===== config.mk =====
export PLATFORM = sky130hd
export DESIGN_NAME = dl_rr_arb3
export DESIGN_NICKNAME = d
export VERILOG_FILES = /design/src/rtl/dl_rr_arb3_pkg.sv /design/src/rtl/dl_rr_arb3_mux3.sv /design/src/rtl/dl_rr_arb3.sv
export SDC_FILE = /design/constraint.sdc
export NUM_CORES = 1
export LEC_CHECK = 0
export ABC_CLOCK_PERIOD_IN_PS = 4300
export CORE_MARGIN = 4
export CORE_UTILIZATION = 34
export CTS_CLUSTER_DIAMETER = 120
export CTS_CLUSTER_SIZE = 24
export DETAILED_ROUTE_END_ITERATION = 10
export PLACE_DENSITY_LB_ADDON = 0.25
export SKIP_CTS_REPAIR_TIMING = 1
export SLEW_MARGIN = 20
export SYNTH_ARGS = -nofsm -noshare
export SYNTH_HDL_FRONTEND = slang
export SYNTH_SLANG_ARGS = --single-unit

===== constraint.sdc =====
create_clock -name clk -period 4.3 [get_ports clk]
set_input_delay 0.86 -clock clk [delete_from_list [all_inputs] [get_ports clk]]
set_output_delay 0.86 -clock clk [all_outputs]
set_load 0.005 [all_outputs]

===== src/rtl/dl_rr_arb3_pkg.sv =====
// Shared definitions for the three-requester round-robin arbiter and its payload mux.
package dl_rr_arb3_pkg;

   localparam int NUM_REQ = 3;

   typedef logic [1:0] req_idx_t;

   // Modulo-3 add of two requester indices; both operands are always in 0..2.
   function automatic req_idx_t idx_add(input req_idx_t a, input req_idx_t b);
      logic [2:0] s;
      s = {1'b0, a} + {1'b0, b};
      return (s >= 3'd3) ? req_idx_t'(s - 3'd3) : req_idx_t'(s);
   endfunction

endpackage


===== src/rtl/dl_rr_arb3_mux3.sv =====
// Three-way payload selector; an out-of-range select yields zero.
module dl_mux3
   import dl_rr_arb3_pkg::*;
#(
   parameter int NUM_BITS = 32
) (
   input  req_idx_t            sel,
   input  logic [NUM_BITS-1:0] d0,
   input  logic [NUM_BITS-1:0] d1,
   input  logic [NUM_BITS-1:0] d2,
   output logic [NUM_BITS-1:0] y
);

   always_comb begin
      y = '0;
      case (sel)
         2'd0:    y = d0;
         2'd1:    y = d1;
         2'd2:    y = d2;
         default: y = '0;
      endcase
   end

endmodule


===== src/rtl/dl_rr_arb3.sv =====
// Three-requester round-robin arbiter feeding a single registered output slot.
module dl_rr_arb3
   import dl_rr_arb3_pkg::*;
#(
   parameter int NUM_BITS = 32
) (
   input  logic                clk,
   input  logic                rst_n,
   input  logic                in0_valid,
   input  logic                in1_valid,
   input  logic                in2_valid,
   input  logic [NUM_BITS-1:0] in0_data,
   input  logic [NUM_BITS-1:0] in1_data,
   input  logic [NUM_BITS-1:0] in2_data,
   output logic                in0_ready,
   output logic                in1_ready,
   output logic                in2_ready,
   output logic                out_valid,
   output logic [NUM_BITS-1:0] out_data,
   output logic [1:0]          out_src,
   input  logic                out_ready
);

   // Handshake: a transfer happens on a rising edge where valid && ready are
   // both high; ready never looks at data, and out_valid/out_data/out_src
   // stay stable while out_valid is high and out_ready is low.

   req_idx_t            ptr_q, ptr_d;
   logic                out_valid_q, out_valid_d;
   logic [NUM_BITS-1:0] out_data_q, out_data_d;
   req_idx_t            out_src_q, out_src_d;

   logic [NUM_REQ-1:0]  valid_vec;
   logic [NUM_REQ-1:0]  rot;
   logic [NUM_REQ-1:0]  grant;
   logic [NUM_REQ-1:0]  ready_vec;
   req_idx_t            offs;
   req_idx_t            win_idx;
   logic                slot_free;
   logic                accept;
   logic [NUM_BITS-1:0] mux_y;

   assign valid_vec = {in2_valid, in1_valid, in0_valid};

   // Rotate the requests so bit 0 is the current highest-priority requester.
   always_comb begin
      rot = valid_vec;
      case (ptr_q)
         2'd1:    rot = {valid_vec[0], valid_vec[2], valid_vec[1]};
         2'd2:    rot = {valid_vec[1], valid_vec[0], valid_vec[2]};
         default: rot = valid_vec;
      endcase
      if (rot[0])      offs = 2'd0;
      else if (rot[1]) offs = 2'd1;
      else             offs = 2'd2;
      win_idx = idx_add(ptr_q, offs);
      grant   = '0;
      if (|valid_vec) grant[win_idx] = 1'b1;
   end

   assign slot_free = !out_valid_q || out_ready;
   assign ready_vec = grant & {NUM_REQ{slot_free && rst_n}};
   assign accept    = |ready_vec;

   dl_mux3 #(.NUM_BITS(NUM_BITS)) u_mux (
      .sel (win_idx),
      .d0  (in0_data),
      .d1  (in1_data),
      .d2  (in2_data),
      .y   (mux_y)
   );

   always_comb begin
      ptr_d       = ptr_q;
      out_valid_d = out_valid_q;
      out_data_d  = out_data_q;
      out_src_d   = out_src_q;
      if (accept) begin
         out_valid_d = 1'b1;
         out_data_d  = mux_y;
         out_src_d   = win_idx;
         ptr_d       = idx_add(win_idx, 2'd1);
      end else if (out_ready) begin
         out_valid_d = 1'b0;
      end
   end

   always_ff @(posedge clk or negedge rst_n) begin
      if (!rst_n) begin
         ptr_q       <= 2'd0;
         out_valid_q <= 1'b0;
         out_data_q  <= '0;
         out_src_q   <= 2'd0;
      end else begin
         ptr_q       <= ptr_d;
         out_valid_q <= out_valid_d;
         out_data_q  <= out_data_d;
         out_src_q   <= out_src_d;
      end
   end

   assign in0_ready = ready_vec[0];
   assign in1_ready = ready_vec[1];
   assign in2_ready = ready_vec[2];
   assign out_valid = out_valid_q;
   assign out_data  = out_data_q;
   assign out_src   = out_src_q;

endmodule


==> flow_metrics.env <==
export IMPL_clk_insertion_delay_late_ns=0.28
export IMPL_diodes=0
export IMPL_end_kind="output port"
export IMPL_drt_pass1_iter_count=8
export IMPL_place_hpwl_um=5620
export IMPL_drtIter0Drc=186
export IMPL_synth_cell_types=29
export IMPL_final_nets=464
export IMPL_fin_cells=430
export IMPL_syn_mean_instance_area_um2=11.9
export IMPL_fp_row_count=29
export IMPL_hold_depth=1
export IMPL_worstPathCellList="buf_6 -> nor4bb_2 -> a21oi_1 -> o22ai_1 -> ha_2 -> inv_2 -> fa_1 -> inv_2 -> ha_4 -> nor2b_4 -> mux2i_4 -> inv_2 -> ha_4 -> and2_4 -> clkbuf_2"
export IMPL_dpl_worst_slack_ns=-0.759
export IMPL_final_max_slew_viol_count=0
export IMPL_tightest_slew_ns=0.491
export IMPL_clk_path_buf_depth=2
export IMPL_area_delta_synth_final_pct=78.4
export IMPL_reg2reg_depth=18
export IMPL_violations="setup timing"
export IMPL_critPathArrivalTime_ns=3.45
export IMPL_finalSetupViolCount=2
export IMPL_status="finished, violations left"
export IMPL_wl_um=7660
export IMPL_fin_skew_ns=0.00319
export IMPL_r2r_slack_ns=0.03
export IMPL_grt_usage_pct=17.8
export IMPL_grt_antenna_before_repair=0
export IMPL_io_buffers=139
export IMPL_clk_pin_slew_ns=0.07
export IMPL_synth_top_area_share_pct=39.7
export IMPL_dp_cells=418
export IMPL_grt_pass1_wl_um=11900
export IMPL_gp_congestion=0.752
export IMPL_grt_ovfl_total=0
export IMPL_seq_area_frac_synth_pct=39.7
export IMPL_num_vias=2279
export IMPL_grt_max_degree=39
export IMPL_cp_max_fo=4
export IMPL_mostFrequentLayoutCells="132 x clkdlybuf4s50_1, 37 x dfrtp_1, 32 x a222oi_1, 32 x nor2_1, 27 x mux2_4"
export IMPL_crit_top_cell="inv_2"
export IMPL_cp_slowest_cell="fa_1"
export IMPL_finalCritPeriodShare_pct=100
export IMPL_yosysWarningCount=0
export IMPL_core_um2=6490
export IMPL_synth_area_top_cells="dfrtp_1 40%, mux2_4 17%, a222oi_1 14%"
export IMPL_vias_per_cell=5.30
export IMPL_finalHoldViolCount=0
export IMPL_start_util_pct=35.9
export IMPL_layout_drive_gt1_share_pct=26.6
export IMPL_setup_slack_ns=-0.0141
export IMPL_cts_inserted_buffers=5
export IMPL_chipHeight_um=90.9
export IMPL_ys_ff_latch=37
export IMPL_fmax_mhz=232
export IMPL_ant_nets=0
export IMPL_die_x_um=90.9
export IMPL_drc=0
export IMPL_cp_start_kind="input pin"
export IMPL_synth_area_leader_cell="dfrtp_1"
export IMPL_r2r_end="out_data[10]"
export IMPL_holdCritPathClass="flip-flop to flip-flop"
export IMPL_cts_root_buf="clkbuf_8"
export IMPL_worstHoldEndpoint="out_data[24]"
export IMPL_cp_required_ns=3.44
export IMPL_fin_area_um2=4170
export IMPL_max_stage_delay_ns=0.56
export IMPL_dieArea_um2=8260
export IMPL_cts_sinks=37
export IMPL_placed_cell_area_um2=3910
export IMPL_period_needed_ns=4.31
export IMPL_io_pins=140
export IMPL_final_common_cell="clkdlybuf4s50_1"
export IMPL_grt_pass1_vias=2322
export IMPL_drv_cap=0
export IMPL_synth_cells=197
export IMPL_critPathKind="input pin to output port"
export IMPL_rsz0062_at_grt="yes"
export IMPL_synth_nets=309
export IMPL_r2r_start="ptr_q[1]"
export IMPL_slew_headroom_pct=67.3
export IMPL_fill_cells=519
export IMPL_tritoncts="yes"
export IMPL_worstHoldStart="out_data[24]"
export IMPL_wire_per_inst_um=17.8
export IMPL_htree_levels=2
export IMPL_syn_cell_area_um2=2330
-- state kept, by name, summed over array words and instances (netlist names) --
name and count:
out_valid 1, ptr_q 2, out_data 32, out_src 2
-- routing by layer --
metal  part of all wire (%)  up-vias  GRT usage, %
li1                       -     1073             -
met1                     41     1101          22.0
met3                    8.1        8          5.08
met2                     50       97          30.8
met5                      0        -             0
met4                    1.3        0          3.52
-- logic make-up (layout without fill, tap and decap cells) --
group | Yosys count | in the layout | synth area share, %
flops | 37 | 37 | 39.7
buf+inv | 26 | 182 | 6.70
compound gates | 39 | 39 | 15.8
simple gates | 48 | 48 | 10.2
mux | 37 | 37 | 22.0
fa+ha+maj | 10 | 10 | 5.68
-- through the flow --
stage	utilization [%]	hold slack [ns]	setup TNS, ns
after CTS	61.5	0.513	-16.02
final	64.1	0.509	-0.0233
after global placement	60.2	0.489	-20.49
after floorplan	-	0.504	0
after detailed placement	60.2	0.495	-28.16
after global routing	64.1	0.524	-4.24
-- critical path: cells and delay by family --
| kind | cells | cell delay, ns |
|---|---|---|
| mux | 1 | 0.29 |
| fa+ha+maj | 4 | 1.11 |
| compound gates | 2 | 0.26 |
| buf+inv | 5 | 0.39 |
| simple gates | 3 | 0.55 |
-- cell usage after synthesis --
| cell type | instances |
|---|---|
| nand2b_1 | 1 |
| and3_1 | 1 |
| buf_12 | 3 |
| mux2_4 | 27 |
| dfrtp_1 | 37 |
| nor4bb_1 | 1 |
| nor2_1 | 32 |
| o22a_1 | 1 |
| o22ai_1 | 2 |
| a222oi_1 | 32 |
| mux2_2 | 7 |
| a211oi_1 | 1 |
| a21oi_1 | 2 |
| or3_1 | 1 |
| nor2b_1 | 1 |
| nand2_1 | 4 |
| nand4_4 | 1 |
| and2_1 | 3 |
| or3_4 | 1 |
| fa_1 | 1 |
| o2bb2ai_1 | 1 |
| nor3b_1 | 1 |
| inv_1 | 8 |
| mux2i_1 | 3 |
| buf_6 | 1 |
| and3b_1 | 1 |
| buf_2 | 2 |
| clkbuf_1 | 12 |
| ha_1 | 9 |
-- cell type report --
cell class / count / area (µm²) / area share, %
inverter: 8 / 30.0 / 0.721
clock buffer: 5 / 68.8 / 1.65
multi-input combinational: 134 / 1350 / 32.5
sequential: 37 / 926 / 22.2
clock inverter: 3 / 17.5 / 0.421
tap: 77 / 96.3 / 2.31
timing repair buffer: 166 / 1670 / 40.2
-- worst max path at each step --
stage                    from            to  slack (ns)  cells past startpoint
CTS                 in1_valid     in0_ready       -0.72                     15
global route         ptr_q[0]     in0_ready       -0.15                     16
floorplan           in1_valid     in2_ready       0.005                     15
detailed placement  in1_valid  out_data[20]       -0.76                     18
finish              in1_valid     in0_ready       -0.01                     15
global placement    in2_valid     in0_ready       -0.57                     15
Power is not shown: default switching activity piles up to over one toggle a cycle in this logic, so the estimate is an artifact.
